**config.mk**
```make
export PLATFORM = sky130hd
export DESIGN_NAME = round_judge
export DESIGN_NICKNAME = d
export VERILOG_FILES = /design/src/rtl/game_pkg.sv /design/src/rtl/round_len_decode.sv /design/src/rtl/round_judge.sv
export SDC_FILE = /design/constraint.sdc
export NUM_CORES = 1
export LEC_CHECK = 0
export ABC_AREA = 1
export BUFFER_PORTS_ARGS = -buffer_cell sky130_fd_sc_hd__buf_2
export CAP_MARGIN = 0
export CORE_MARGIN = 2
export CORE_UTILIZATION = 30
export DETAILED_ROUTE_END_ITERATION = 12
export PLACE_DENSITY = 0.59
export SKIP_LAST_GASP = 1
export SLEW_MARGIN = 20
export SYNTH_ARGS = -nofsm -noshare
export SYNTH_HDL_FRONTEND = slang
export SYNTH_SLANG_ARGS = --single-unit
```
**constraint.sdc**
```tcl
create_clock -name clk -period 4.9 [get_ports clk]
set_clock_uncertainty 0.15 [all_clocks]
set_input_delay 0.98 -clock clk [delete_from_list [all_inputs] [get_ports clk]]
set_output_delay 0.98 -clock clk [all_outputs]
set_load 0.1 [all_outputs]
```
**src/rtl/game_pkg.sv**
```systemverilog
// Shared game definitions: level encodings, entry geometry and the round-judge
// state encoding. Imported by round_judge and round_len_decode.
package game_pkg;

  localparam int unsigned ENTRY_W = 3;   // bits per pattern/input entry
  localparam int unsigned MAX_LEN = 16;  // entries carried on the flat buses
  localparam int unsigned LEN_W   = 5;   // holds 0..MAX_LEN
  localparam int unsigned IDX_W   = 4;   // holds 0..MAX_LEN-1
  localparam int unsigned LEVEL_W = 3;

  localparam logic [LEVEL_W-1:0] LV1        = 3'b001;
  localparam logic [LEVEL_W-1:0] LV2        = 3'b010;
  localparam logic [LEVEL_W-1:0] LV3        = 3'b100;
  localparam logic [LEVEL_W-1:0] LV_INVALID = 3'b000;

  typedef enum logic [2:0] {
    IDLE    = 3'd0,
    CAPTURE = 3'd1,
    COMPARE = 3'd2,
    UPDATE  = 3'd3,
    DONE    = 3'd4
  } judge_state_t;

endpackage

```
**src/rtl/round_len_decode.sv**
```systemverilog
// Combinational level -> round length decoder.
// Ports: level (one-hot 001/010/100), len_c (entries to judge), valid_c
// (level is one of the three legal one-hot codes; len_c is 0 otherwise).
module round_len_decode
  import game_pkg::*;
#(
  parameter int unsigned LEN_LV1 = 4,
  parameter int unsigned LEN_LV2 = 8,
  parameter int unsigned LEN_LV3 = 16
) (
  input  logic [LEVEL_W-1:0] level,
  output logic [LEN_W-1:0]   len_c,
  output logic               valid_c
);

  always_comb begin
    len_c   = '0;
    valid_c = 1'b0;
    case (level)
      LV1: begin len_c = LEN_W'(LEN_LV1); valid_c = 1'b1; end
      LV2: begin len_c = LEN_W'(LEN_LV2); valid_c = 1'b1; end
      LV3: begin len_c = LEN_W'(LEN_LV3); valid_c = 1'b1; end
      default: ;
    endcase
  end

endmodule

```
**src/rtl/round_judge.sv**
```systemverilog
// Round judge: on an enable pulse captures the pattern and trimmed input,
// compares one entry per cycle over the level-dependent length, then updates
// per-round and per-game results.
// Ports: clk, rst (async active-low), enable (start pulse), level (one-hot),
// pattern_flat/input_flat (16 x 3-bit entries), busy, round_end (pulse),
// round_hits, round_perfect, total_score (saturating), round_cnt, game_over
// (sticky), level_err (pulse on enable with an invalid level).
// Optional macro ROUND_JUDGE_PERFECT_BONUS_EN: a perfect round scores double.
module round_judge
  import game_pkg::*;
#(
  parameter int unsigned NUM_ROUNDS = 10,
  parameter int unsigned LEN_LV1    = 4,
  parameter int unsigned LEN_LV2    = 8,
  parameter int unsigned LEN_LV3    = 16,
  parameter int unsigned SCORE_W    = 8
) (
  input  logic                       clk,
  input  logic                       rst,
  input  logic                       enable,
  input  logic [LEVEL_W-1:0]         level,
  input  logic [MAX_LEN*ENTRY_W-1:0] pattern_flat,
  input  logic [MAX_LEN*ENTRY_W-1:0] input_flat,
  output logic                       busy,
  output logic                       round_end,
  output logic [LEN_W-1:0]           round_hits,
  output logic                       round_perfect,
  output logic [SCORE_W-1:0]         total_score,
  output logic [3:0]                 round_cnt,
  output logic                       game_over,
  output logic                       level_err
);

  localparam int unsigned ADD_W = LEN_W + 1;
  localparam int unsigned SUM_W = SCORE_W + 1;

  judge_state_t state_q, state_d;

  logic [MAX_LEN-1:0][ENTRY_W-1:0] pat_q, inp_q;
  logic [LEN_W-1:0]                len_q, hit_acc_q;
  logic [IDX_W-1:0]                idx_q;

  logic [LEN_W-1:0] dec_len_c;
  logic             dec_valid_c;
  logic             accept_c, err_c, last_c, match_c, perfect_c;
  logic             capture_en_c, clear_en_c, cmp_en_c, update_en_c, done_en_c;
  logic [ADD_W-1:0] add_c;
  logic [SUM_W-1:0] sum_c;

  round_len_decode #(
    .LEN_LV1 (LEN_LV1),
    .LEN_LV2 (LEN_LV2),
    .LEN_LV3 (LEN_LV3)
  ) u_len_decode (
    .level   (level),
    .len_c   (dec_len_c),
    .valid_c (dec_valid_c)
  );

  // Start qualification: only an idle, unfinished game takes a new round.
  assign accept_c  = enable && (state_q == IDLE) && !game_over && dec_valid_c;
  assign err_c     = enable && (state_q == IDLE) && !game_over && !dec_valid_c;
  assign last_c    = (LEN_W'(idx_q) == (len_q - LEN_W'(1)));
  assign match_c   = (pat_q[idx_q] == inp_q[idx_q]);
  assign perfect_c = (hit_acc_q == len_q);

`ifdef ROUND_JUDGE_PERFECT_BONUS_EN
  assign add_c = perfect_c ? (ADD_W'(hit_acc_q) + ADD_W'(len_q)) : ADD_W'(hit_acc_q);
`else
  assign add_c = ADD_W'(hit_acc_q);
`endif

  // One spare bit catches overflow for saturation.
  assign sum_c = SUM_W'(total_score) + SUM_W'(add_c);

  // State register.
  always_ff @(posedge clk or negedge rst) begin
    if (!rst) state_q <= IDLE;
    else      state_q <= state_d;
  end

  // Next-state logic.
  always_comb begin
    state_d = state_q;
    case (state_q)
      IDLE:    if (accept_c) state_d = CAPTURE;
      CAPTURE: state_d = COMPARE;
      COMPARE: if (last_c) state_d = UPDATE;
      UPDATE:  state_d = DONE;
      DONE:    state_d = IDLE;
      default: state_d = IDLE;
    endcase
  end

  // Per-state datapath controls.
  always_comb begin
    capture_en_c = 1'b0;
    clear_en_c   = 1'b0;
    cmp_en_c     = 1'b0;
    update_en_c  = 1'b0;
    done_en_c    = 1'b0;
    case (state_q)
      IDLE:    capture_en_c = accept_c;
      CAPTURE: clear_en_c   = 1'b1;
      COMPARE: cmp_en_c     = 1'b1;
      UPDATE:  update_en_c  = 1'b1;
      DONE:    done_en_c    = 1'b1;
      default: ;
    endcase
  end

  // Datapath and registered outputs.
  always_ff @(posedge clk or negedge rst) begin
    if (!rst) begin
      pat_q         <= '0;
      inp_q         <= '0;
      len_q         <= '0;
      idx_q         <= '0;
      hit_acc_q     <= '0;
      busy          <= 1'b0;
      round_end     <= 1'b0;
      round_hits    <= '0;
      round_perfect <= 1'b0;
      total_score   <= '0;
      round_cnt     <= '0;
      game_over     <= 1'b0;
      level_err     <= 1'b0;
    end else begin
      busy      <= (state_d != IDLE);
      round_end <= (state_d == DONE);
      level_err <= err_c;

      if (capture_en_c) begin
        pat_q <= pattern_flat;
        inp_q <= input_flat;
        len_q <= dec_len_c;
      end

      if (clear_en_c) begin
        idx_q     <= '0;
        hit_acc_q <= '0;
      end

      if (cmp_en_c) begin
        hit_acc_q <= hit_acc_q + LEN_W'(match_c);
        if (!last_c) idx_q <= idx_q + IDX_W'(1);
      end

      if (update_en_c) begin
        round_hits    <= hit_acc_q;
        round_perfect <= perfect_c;
        total_score   <= sum_c[SCORE_W] ? '1 : sum_c[SCORE_W-1:0];
        if (round_cnt < 4'(NUM_ROUNDS)) round_cnt <= round_cnt + 4'd1;
      end

      if (done_en_c && (round_cnt == 4'(NUM_ROUNDS))) game_over <= 1'b1;
    end
  end

endmodule
```
==> results.cfg, run 1 <==
[run_status]
status = complete, no violations

[logic_synthesis]
yosys.area_share.simple = 0.1640
synth_seq_cells = 133
synth_compound_area_frac = 0.07918
yosysSeqAreaShare = 0.5137
synth-xor-area-share = 0.01081
synth_area_um2 = 6479
ys.flop_type = dfrtp_1
muxShareOfSynthArea = 0.1443
ys_async_sr_fraction = 1.000
synthCells = 674
synth_nets = 788
yosysTopAreaCell = dfrtp_1
netlist-cell-type-count = 32
synth-warning-count = 0
synth.most_common_cell = nand2_1
synth_top_family_by_area = simple AND/OR/NAND/NOR gates
synth_area_leaders = dfrtp_1 51%, mux2_2 9.6%, nand2_1 8.1%
synthAdderAreaFrac = 0.02433
ys_top_cells_by_count = 139 x nand2_1, 133 x dfrtp_1, 69 x nor2_1
synth_edf_count = 0
netlist.area_leader.share = 0.5137
syn-mean-instance-area_um2 = 9.612

[cells_and_area]
nets = 904
fillCellCount = 2184
n_antenna_cell = 0
syn_to_final_growth_pct = 22.50
final_layout_size_suffix_gt1_frac = 0.3042
post-route-cell-area_um2 = 7936

[global_route]
grt_max_degree = 106
grt_pass1_vias = 4898
antenna_found_initial = 0
grt_usage = 0.1473
gr-total-overflow = 0
grt_pass1_wl_mm = 25.56

[drt]
via_count = 4893
wl_per_cell_um = 14.71
viasPerCell = 4.543
firstDrtPassIters = 4
wl_mm = 15.84
drt_iter0_drc = 175
drc = 0
final_antenna_net_count = 0

[worst_setup_path]
path_cells = nand2_1 > inv_1 > nand2_1 > a21oi_1 > nor2_1 > nand2_1 > nand2_1 > inv_1 > nand2_1 > nand2_1 > nand2_1 > nor2_1 > ha_1 > ha_1 > nand2_1 > nor3_1 > a21oi_1 > a21oi_1
cpPeakStageDelay_ns = 0.62
setup.worst_path.start = idx_q[1]$_DFF_PN0_
crit_required_ns = 5.09
path_class = flip-flop to flip-flop
path_common_cell = nand2_1
cpMaxStageDelayCell = dfrtp_1
rr_startpoint = idx_q[1]$_DFF_PN0_
cp-start-kind = flip-flop
cp_data_arrival_time_ns = 3.37
critPathTopFamily = simple AND/OR/NAND/NOR gates
critical_path_buf_inv_count = 2
critical_path.endpoint_type = flip-flop
cp_max_fo = 12

[die]
core_area_um2 = 21090
die_area_um2 = 22790
initial_core_util = 0.3072
die_y_um = 151.0
die_w_um = 151.0
ios = 124
rows = 53

[place]
placed_cell_area_um2 = 7282
routabilityCongestion = 0.7685
dp_hpwl_mm = 10.84
io_buffers = 123
post-place-ws_ns = 1.691

[sta]
rsz0062_at_grt = no
slew_headroom = 0.3456
period_minus_slack_ns = 3.181
whs_ns = 0.3319
drv_slew = 0
worst_slew_pin_slew_ns = 0.9816
finalHoldViolCount = 0
timing.final.ws_setup_ns = 1.719
max_freq_mhz = 314.4
fin_setup_tns_ns = 0
final-setup-viol-count = 0
layout_worst_path_cycle_share = 0.6492

[pwr]
irDropWorstVdd_v = 0.0002038
p_leak_uw = 0.004210
total_power_uw = 2583
p_per_area_nw_per_um2 = 325.5

[cts]
postCtsSetupBuffers = 0
ctsResizeCount = 0
clockRootBuffer = clkbuf_16
htree_levels = 4
hold_buffers = 0
numClockSinks = 133
clkTransAtPathRegs_ns = 0.06
clock_latency_ns = 0.42
clockBufferDepth = 2
cts_made_buffers = 17
cts_tree = done

[min_path]
hold_path.class = flip-flop to flip-flop
hp-start = round_hits[4]$_DFFE_PN0P_

[run]
timing.max_cap.violations = 0
## worst register-to-register path, stage by stage, from the launching register on
cell	delay, ns
dfrtp_1	0.62
nand2_1	0.19
inv_1	0.43
nand2_1	0.11
a21oi_1	0.14
nor2_1	0.06
nand2_1	0.07
nand2_1	0.07
inv_1	0.06
nand2_1	0.04
nand2_1	0.06
nand2_1	0.05
nor2_1	0.17
ha_1	0.21
ha_1	0.17
nand2_1	0.07
nor3_1	0.23
a21oi_1	0.07
a21oi_1	0.12
## per-layer routing
| metal | up-vias | routed length (um) | GRT usage |
|---|---|---|---|
| met3 | 14 | 659 | 0.03855 |
| met5 | - | 0 | 0 |
| met1 | 2313 | 7697 | 0.1963 |
| li1 | 2459 | - | - |
| met2 | 107 | 7334 | 0.2355 |
| met4 | 0 | 146 | 0.04486 |
## flip-flops by register name, summed over array words and instances (netlist names)
signal	flops
hit_acc_q	5
inp_q	48
busy	1
len_q	3
round_cnt	4
round_hits	5
game_over	1
level_err	1
idx_q	4
state_q	3
round_perfect	1
pat_q	48
round_end	1
total_score	8
## final timing paths
path | endpoint | slack [ns] | cells past startpoint
worst max-delay path | hit_acc_q[4]$_DFFE_PN0P_ | 1.72 | 18
max in group asynchronous | pat_q[32]$_DFFE_PN0P_ | 3.05 | 2
worst min-delay path | round_hits[4]$_DFFE_PN0P_ | 0.33 | 2
worst min register to register | round_hits[4]$_DFFE_PN0P_ | 0.33 | 2
worst max register to register | hit_acc_q[4]$_DFFE_PN0P_ | 1.72 | 18
min in group asynchronous | round_cnt[0]$_DFFE_PN0P_ | 0.54 | 1
## cells by family (layout without fill, tap and decap cells)
group / Yosys count / in the layout
AND/OR/NAND/NOR: 262 / 262
flip-flops: 133 / 133
AO/OA/AOI/OAI: 97 / 97
buffers and inverters: 86 / 214
multiplexers: 76 / 76
adder cells (fa/ha/maj): 12 / 12
XOR/XNOR: 8 / 8
## cell type report
type / instances / area (um^2) / share of cell area
clock buffer: 19 / 452.9 / 0.05707
clock inverter: 12 / 201.4 / 0.02538
inverter: 55 / 206.4 / 0.02601
multi-input combinational: 455 / 2743 / 0.3456
sequential: 133 / 3329 / 0.4195
tap: 275 / 344.1 / 0.04335
timing repair buffer: 128 / 659.4 / 0.08308
## report_power, final
part	switching (uW)	leakage (uW)	internal [uW]
clock network	486	0.000315	928
registers	0	0.00174	1100
logic	39.4	0.00216	30.6
## layout by cell type, fill, tap and decap left out, types with 3 or more instances in the layout
| cell | n |
|---|---|
| ha_1 | 11 |
| clkbuf_16 | 17 |
| nor2_1 | 69 |
| bufinv_16 | 5 |
| dfrtp_1 | 132 |
| buf_2 | 122 |
| nand3_1 | 45 |
| mux2_2 | 55 |
| o211ai_1 | 3 |
| xor2_1 | 3 |
| o21ai_0 | 36 |
| nand2_1 | 139 |
| inv_2 | 4 |
| buf_4 | 5 |
| mux2_4 | 21 |
| nor3_1 | 3 |
| o21ai_1 | 5 |
| a21oi_1 | 45 |
| xnor2_1 | 5 |
| inv_1 | 51 |
## metrics by stage
step / std cells / util
after CTS: 1077 / 0.3764
final: 1077 / 0.3764
after floorplan: 674 / -
after global placement: 1046 / 0.3453
after global routing: 1077 / 0.3764
after detailed placement: 1046 / 0.3453
Power figures use the tool's default switching activity.
==> inputs of run 2 (changes only) <==
Settings changed: ABC_AREA 1 to 0, PLACE_DENSITY 0.59 to 0.6.
Clock period 4.9 ns to 2.9 ns, I/O delays scaled along.
==> results.cfg, run 2 <==
[place]
dp_cells = 825
io_buffers = 123
routabilityCongestion = 0.7805
dp_hpwl_mm = 10.77

[die]
ios = 124
die_w_um = 148.4
die_area_um2 = 22020
core_area_um2 = 20360
die_y_um = 148.4
initial_core_util = 0.3071
rows = 52

[global_route]
use_met2 = 0.2208
grt_usage = 0.1400
met3_usage = 0.03988
grt_pass1_vias = 4382
gr-total-overflow = 0
grt_max_degree = 99
globalRouteMet1Util = 0.1854
antenna_found_initial = 2
grt_pass1_wl_mm = 23.47
top_usage_layer = met2

[sta]
worst_slew_pin_slew_ns = 0.5836
whs_ns = 0.2294
slew_headroom = 0.6110
period_minus_slack_ns = 2.879
finalHoldViolCount = 0
max_freq_mhz = 347.3
layout_worst_path_cycle_share = 0.9929
final-setup-viol-count = 0
drv_slew = 0
rsz0062_at_grt = yes

[cts]
cts_tree = done
clock_latency_ns = 0.42
cts_made_buffers = 17
numClockSinks = 133
clockRootBuffer = clkbuf_16
htree_levels = 4
clockBufferDepth = 2
clkTransAtPathRegs_ns = 0.06

[pwr]
total_power_uw = 8411
p_leak_uw = 0.003683
irDropWorstVdd_v = 0.0003898
p_per_area_nw_per_um2 = 1063

[logic_synthesis]
synth-xor-area-share = 0.02381
synth_top_family_by_area = multiplexers
yosysTopAreaCell = dfrtp_1
ys_async_sr_fraction = 1.000
synth_seq_cells = 133
synth_area_um2 = 6253
synthCells = 444
synth_edf_count = 0
yosysSeqAreaShare = 0.5322
synth.most_common_cell = dfrtp_1
ys_top_cells_by_count = 133 x dfrtp_1, 96 x mux2_1, 41 x nand2_1
ys.flop_type = dfrtp_1
netlist-cell-type-count = 46
syn-mean-instance-area_um2 = 14.08
synthAdderAreaFrac = 0.02521
synth_area_leaders = dfrtp_1 53%, mux2_1 17%, mux4_1 5.0%
yosys.area_share.simple = 0.05642
synth_compound_area_frac = 0.05662
synth-warning-count = 0
synth_nets = 558
muxShareOfSynthArea = 0.2807
netlist.area_leader.share = 0.5322

[worst_setup_path]
cp_max_fo = 6
cp-start-kind = flip-flop
path_class = flip-flop to flip-flop
cp_data_arrival_time_ns = 3.08
crit_required_ns = 3.10
critical_path.endpoint_type = flip-flop

[run]
timing.max_cap.violations = 0

[cells_and_area]
multi_input_area_um2 = 2798
most-common-layout-cells = 132 x dfrtp_1, 122 x buf_2, 96 x mux2_1, 41 x nand2_1, 18 x mux4_2
nets = 694
fillCellCount = 1939
syn_to_final_growth_pct = 26.53
finalNonFillerCells = 864
final_layout_size_suffix_gt1_frac = 0.3429
top_regs = inp_q x48, pat_q x48, total_score x8
regArea_um2 = 3329
final_common_cell = dfrtp_1

[drt]
viasPerCell = 4.743
final_antenna_net_count = 0
drt_iter0_drc = 225
wl_mm = 14.79
via_count = 4098
firstDrtPassIters = 4
wl_per_cell_um = 17.12
drc = 0

[run_status]
status = complete, no violations

[min_path]
hold_path.class = input pin to flip-flop
-- run 2: final timing paths --
kind | start | end | slack [ns] | cells past startpoint
min in group asynchronous | rst | len_q[2]$_DFFE_PN0P_ | 0.55 | 2
max in group asynchronous | rst | inp_q[34]$_DFFE_PN0P_ | 1.28 | 3
min | input_flat[46] | inp_q[46]$_DFFE_PN0P_ | 0.23 | 2
max | idx_q[0]$_DFF_PN0_ | hit_acc_q[4]$_DFFE_PN0P_ | 0.02 | 10
max reg2reg | idx_q[0]$_DFF_PN0_ | hit_acc_q[4]$_DFFE_PN0P_ | 0.02 | 10
min reg2reg | round_hits[1]$_DFFE_PN0P_ | round_hits[1]$_DFFE_PN0P_ | 0.32 | 2
-- run 2: per-layer routing --
layer / part of all wire / vias to the layer above
met5: 0.00047 / -
li1: - / 1913
met2: 0.48 / 113
met3: 0.056 / 18
met1: 0.45 / 2052
met4: 0.014 / 2
-- run 2: critical path, cell delays in order (launching register included) --
cell     delay, ns
dfrtp_2       0.42
buf_6         0.15
mux4_2        0.49
mux4_2        0.53
xor2_2        0.20
nor3_2        0.13
ha_2          0.24
ha_4          0.14
nand3_1       0.09
xor2_1        0.16
o21ai_1       0.12
-- run 2: cells by family after synthesis --
| kind of cell | after synthesis |
|---|---|
| XOR/XNOR | 17 |
| AND/OR/NAND/NOR | 77 |
| flip-flops | 133 |
| AO/OA/AOI/OAI | 50 |
| buffers and inverters | 29 |
| adder cells (fa/ha/maj) | 12 |
| multiplexers | 126 |
-- run 2: timing repair --
item                                    CTS  global route
hold endpoints to repair                 15             0
setup buffers                             2             3
hold buffers                              1             0
resized for setup                        11             4
pin swaps                                 3             3
endpoints found under the setup margin    3             4
-- run 2: final cells by class --
cell class,count,share of cell area
sequential,133,0.4208
multi-input combinational,282,0.3536
timing repair buffer,140,0.1039
clock buffer,18,0.05550
tap,270,0.04269
clock inverter,13,0.02008
inverter,6,0.002846
antenna,2,0.0006325
-- run 2: report_power, final --
group          switching, uW  internal, uW  total, uW
logic                   1530          1560       3090
clock network            798          1360       2160
registers                504          2660       3160
-- run 2: metrics by stage --
stage / setup WS, ns / util / cell area [um^2] / setup TNS, ns
6_report: 0.02061 / 0.3885 / 7913 / 0
3_5_place_dp: -0.09279 / 0.3543 / 7216 / -0.1295
4_1_cts: -0.06369 / 0.3862 / 7864 / -0.1369
3_3_place_gp: -0.06973 / 0.3543 / 7216 / -0.06973
5_1_grt: -0.1362 / 0.3883 / 7908 / -0.3286
2_1_floorplan: 0.008051 / - / 6255 / 0
==> inputs of run 3 (changes only) <==
Settings changed: REMOVE_ABC_BUFFERS from default to 1, SYNTH_HIERARCHICAL from default to 1.
==> results.cfg, run 3 <==
[worst_setup_path]
cpMaxStageDelayCell = mux4_2
cp.depth = 11
cp_data_arrival_time_ns = 3.15
cp-start-kind = flip-flop
path_class = flip-flop to flip-flop
crit_required_ns = 3.09
critical_path.endpoint_type = flip-flop
r2r_cells = 11
path_cells = buf_4 > clkbuf_16 > mux4_2 > mux4_2 > xor2_1 > a21oi_2 > ha_2 > ha_4 > nand3_2 > xor2_1 > o21ai_1
worst_setup_path_endpoint = hit_acc_q[4]$_DFFE_PN0P_
crit-reg2reg-capture = hit_acc_q[4]$_DFFE_PN0P_
critical_path_buf_inv_count = 2
rr_startpoint = idx_q[0]$_DFF_PN0_
critPathTopFamily = multiplexers
setup.worst_path.start = idx_q[0]$_DFF_PN0_
regToRegSetupSlack_ns = -0.05
cp_max_fo = 6
cpPeakStageDelay_ns = 0.50

[logic_synthesis]
yosysTopAreaCell = dfrtp_1
netlist-cell-type-count = 51
synthCells = 452
yosysSeqAreaShare = 0.5324
synth_edf_count = 0
netlist.area_leader.share = 0.5324
synth_seq_cells = 135
ys_top_cells_by_count = 135 x dfrtp_1, 102 x mux2_1, 33 x nand2_1
ys.flop_type = dfrtp_1
synth_area_um2 = 6345
synth-warning-count = 6
syn-mean-instance-area_um2 = 14.04
synth_area_leaders = dfrtp_1 53%, mux2_1 18%, mux4_2 6.7%
ys_async_sr_fraction = 1.000
synth.most_common_cell = dfrtp_1

[drt]
drc = 0
final_antenna_net_count = 0
wl_per_cell_um = 16.50
viasPerCell = 4.668
firstDrtPassIters = 4
via_count = 4103
wl_mm = 14.51
drt_iter0_drc = 170

[sta]
rsz0062_at_grt = yes
slew_headroom = 0.5190
layout_worst_path_cycle_share = 1.018
drv_slew = 0
worst_slew_pin_slew_ns = 0.7118
period_minus_slack_ns = 2.953
final-setup-viol-count = 1
finalHoldViolCount = 0
max_freq_mhz = 338.6
timing.final.ws_setup_ns = -0.05311

[die]
ios = 124
core_area_um2 = 20890
die_area_um2 = 22330
die_y_um = 149.4
initial_core_util = 0.3037
die_w_um = 149.4
rows = 53

[cells_and_area]
n_antenna_cell = 0
final_common_cell = dfrtp_1
nets = 706
final_layout_size_suffix_gt1_frac = 0.3493
syn_to_final_growth_pct = 27.67
post-route-cell-area_um2 = 8100
most-common-layout-cells = 134 x dfrtp_1, 122 x buf_2, 102 x mux2_1, 32 x nand2_1, 22 x mux4_2
top_regs = inp_q x48, pat_q x48, total_score x8
post-route-util = 0.3878

[global_route]
grt_usage = 0.1374
antenna_found_initial = 0
gr-total-overflow = 0
grt_pass1_wl_mm = 23.47
grt_max_degree = 76
grt_pass1_vias = 4545

[pwr]
total_power_uw = 4142
p_per_area_nw_per_um2 = 511.3
p_leak_uw = 0.004221
irDropWorstVdd_v = 0.0003721

[place]
io_buffers = 123
dp_hpwl_mm = 10.44
routabilityCongestion = 0.7319
placed_cell_area_um2 = 7335

[run_status]
violations = negative setup slack
status = finished, violations left

[cts]
clock_latency_ns = 0.42
clockBufferDepth = 2
cts_made_buffers = 17
clkTransAtPathRegs_ns = 0.06
htree_levels = 4
clockRootBuffer = clkbuf_16
numClockSinks = 135
cts_tree = done

[run]
timing.max_cap.violations = 0

[min_path]
hold_path.class = input pin to flip-flop
## run 3: cell count changes after synthesis, moves of 4 or more
| cell | previous run | this run |
|---|---|---|
| o21ai_1 | 1 | 14 |
| o21ai_0 | 13 | 2 |
| nand2_1 | 41 | 33 |
| xor2_1 | 9 | 16 |
| inv_1 | 5 | 11 |
| mux2_1 | 96 | 102 |
| a21oi_1 | 7 | 2 |
| a22o_1 | 6 | 1 |
| mux4_1 | 12 | 7 |
| mux4_2 | 14 | 19 |
| a221oi_1 | 4 | 0 |
## run 3: through the flow
stage,setup slack [ns],cells,setup TNS [ns],hold WS (ns)
final,-0.05311,879,-0.05311,0.2173
after detailed placement,-0.1254,838,-0.1384,0.3117
after global routing,-0.1979,879,-0.4298,0.2126
after global placement,-0.08633,838,-0.08633,0.3069
after floorplan,-1.320,429,-137.33,0.1344
after CTS,-0.06936,875,-0.06936,0.1984
## run 3: per-layer routing
| metal | GRT usage | share of wire | vias up |
|---|---|---|---|
| met4 | 0.04333 | 0.0098 | 0 |
| li1 | - | - | 1915 |
| met3 | 0.03780 | 0.047 | 13 |
| met1 | 0.1718 | 0.44 | 2067 |
| met5 | 0 | 0 | - |
| met2 | 0.2312 | 0.51 | 108 |
## run 3: cells by family after synthesis
logic type,after synthesis,share of synthesized area
compound gates,41,0.04319
simple gates,70,0.05344
mux,131,0.2822
buf+inv,37,0.02879
fa+ha+maj,12,0.02485
flops,135,0.5324
xor+xnor,25,0.03451
other cells,1,0.0005910
## run 3: report_power, final
part / switching (uW) / leakage, uW / internal [uW]
clock network: 824 / 0.000280 / 1310
logic: 65.4 / 0.00207 / 56.8
registers: 0 / 0.00187 / 1880
total: 890 / 0.00422 / 3250
## run 3: worst min-delay path by stage
stage	endpoint	slack [ns]	start	cells after the start
2_1_floorplan	busy$_DFF_PN0_	0.13	rst	0
3_5_place_dp	round_hits[4]$_DFFE_PN0P_	0.31	round_hits[4]$_DFFE_PN0P_	2
5_1_grt	pat_q[11]$_DFFE_PN0P_	0.21	pattern_flat[11]	2
6_report	pat_q[19]$_DFFE_PN0P_	0.22	pattern_flat[19]	2
4_1_cts	pat_q[11]$_DFFE_PN0P_	0.20	pattern_flat[11]	2
3_3_place_gp	round_hits[2]$_DFFE_PN0P_	0.31	round_hits[2]$_DFFE_PN0P_	2
## run 3: worst register-to-register path, delay by kind of cell, from the launching register on
family | cells | cell delay (ns)
buffers and inverters | 2 | 0.28
XOR/XNOR | 2 | 0.32
AO/OA/AOI/OAI | 2 | 0.29
adder cells (fa/ha/maj) | 2 | 0.38
flip-flops | 1 | 0.40
multiplexers | 2 | 0.99
AND/OR/NAND/NOR | 1 | 0.08
## run 3: repair_timing
item	in CTS	in global routing
gates cloned	0	1
endpoints found under the setup margin	2	4
pin swaps	0	11
gates resized for setup	1	16
setup buffers	5	3
endpoints found under the hold margin	54	0
hold buffers	1	0
## run 3: cell type report
class / count / area (um^2)
clock buffers: 21 / 460.4
clock inverters: 10 / 120.1
fillers: 1977 / 12790
inverters: 13 / 48.80
multi-input cells: 281 / 2853
flip-flops and latches: 135 / 3379
well taps: 275 / 344.1
repair buffers: 144 / 894.6
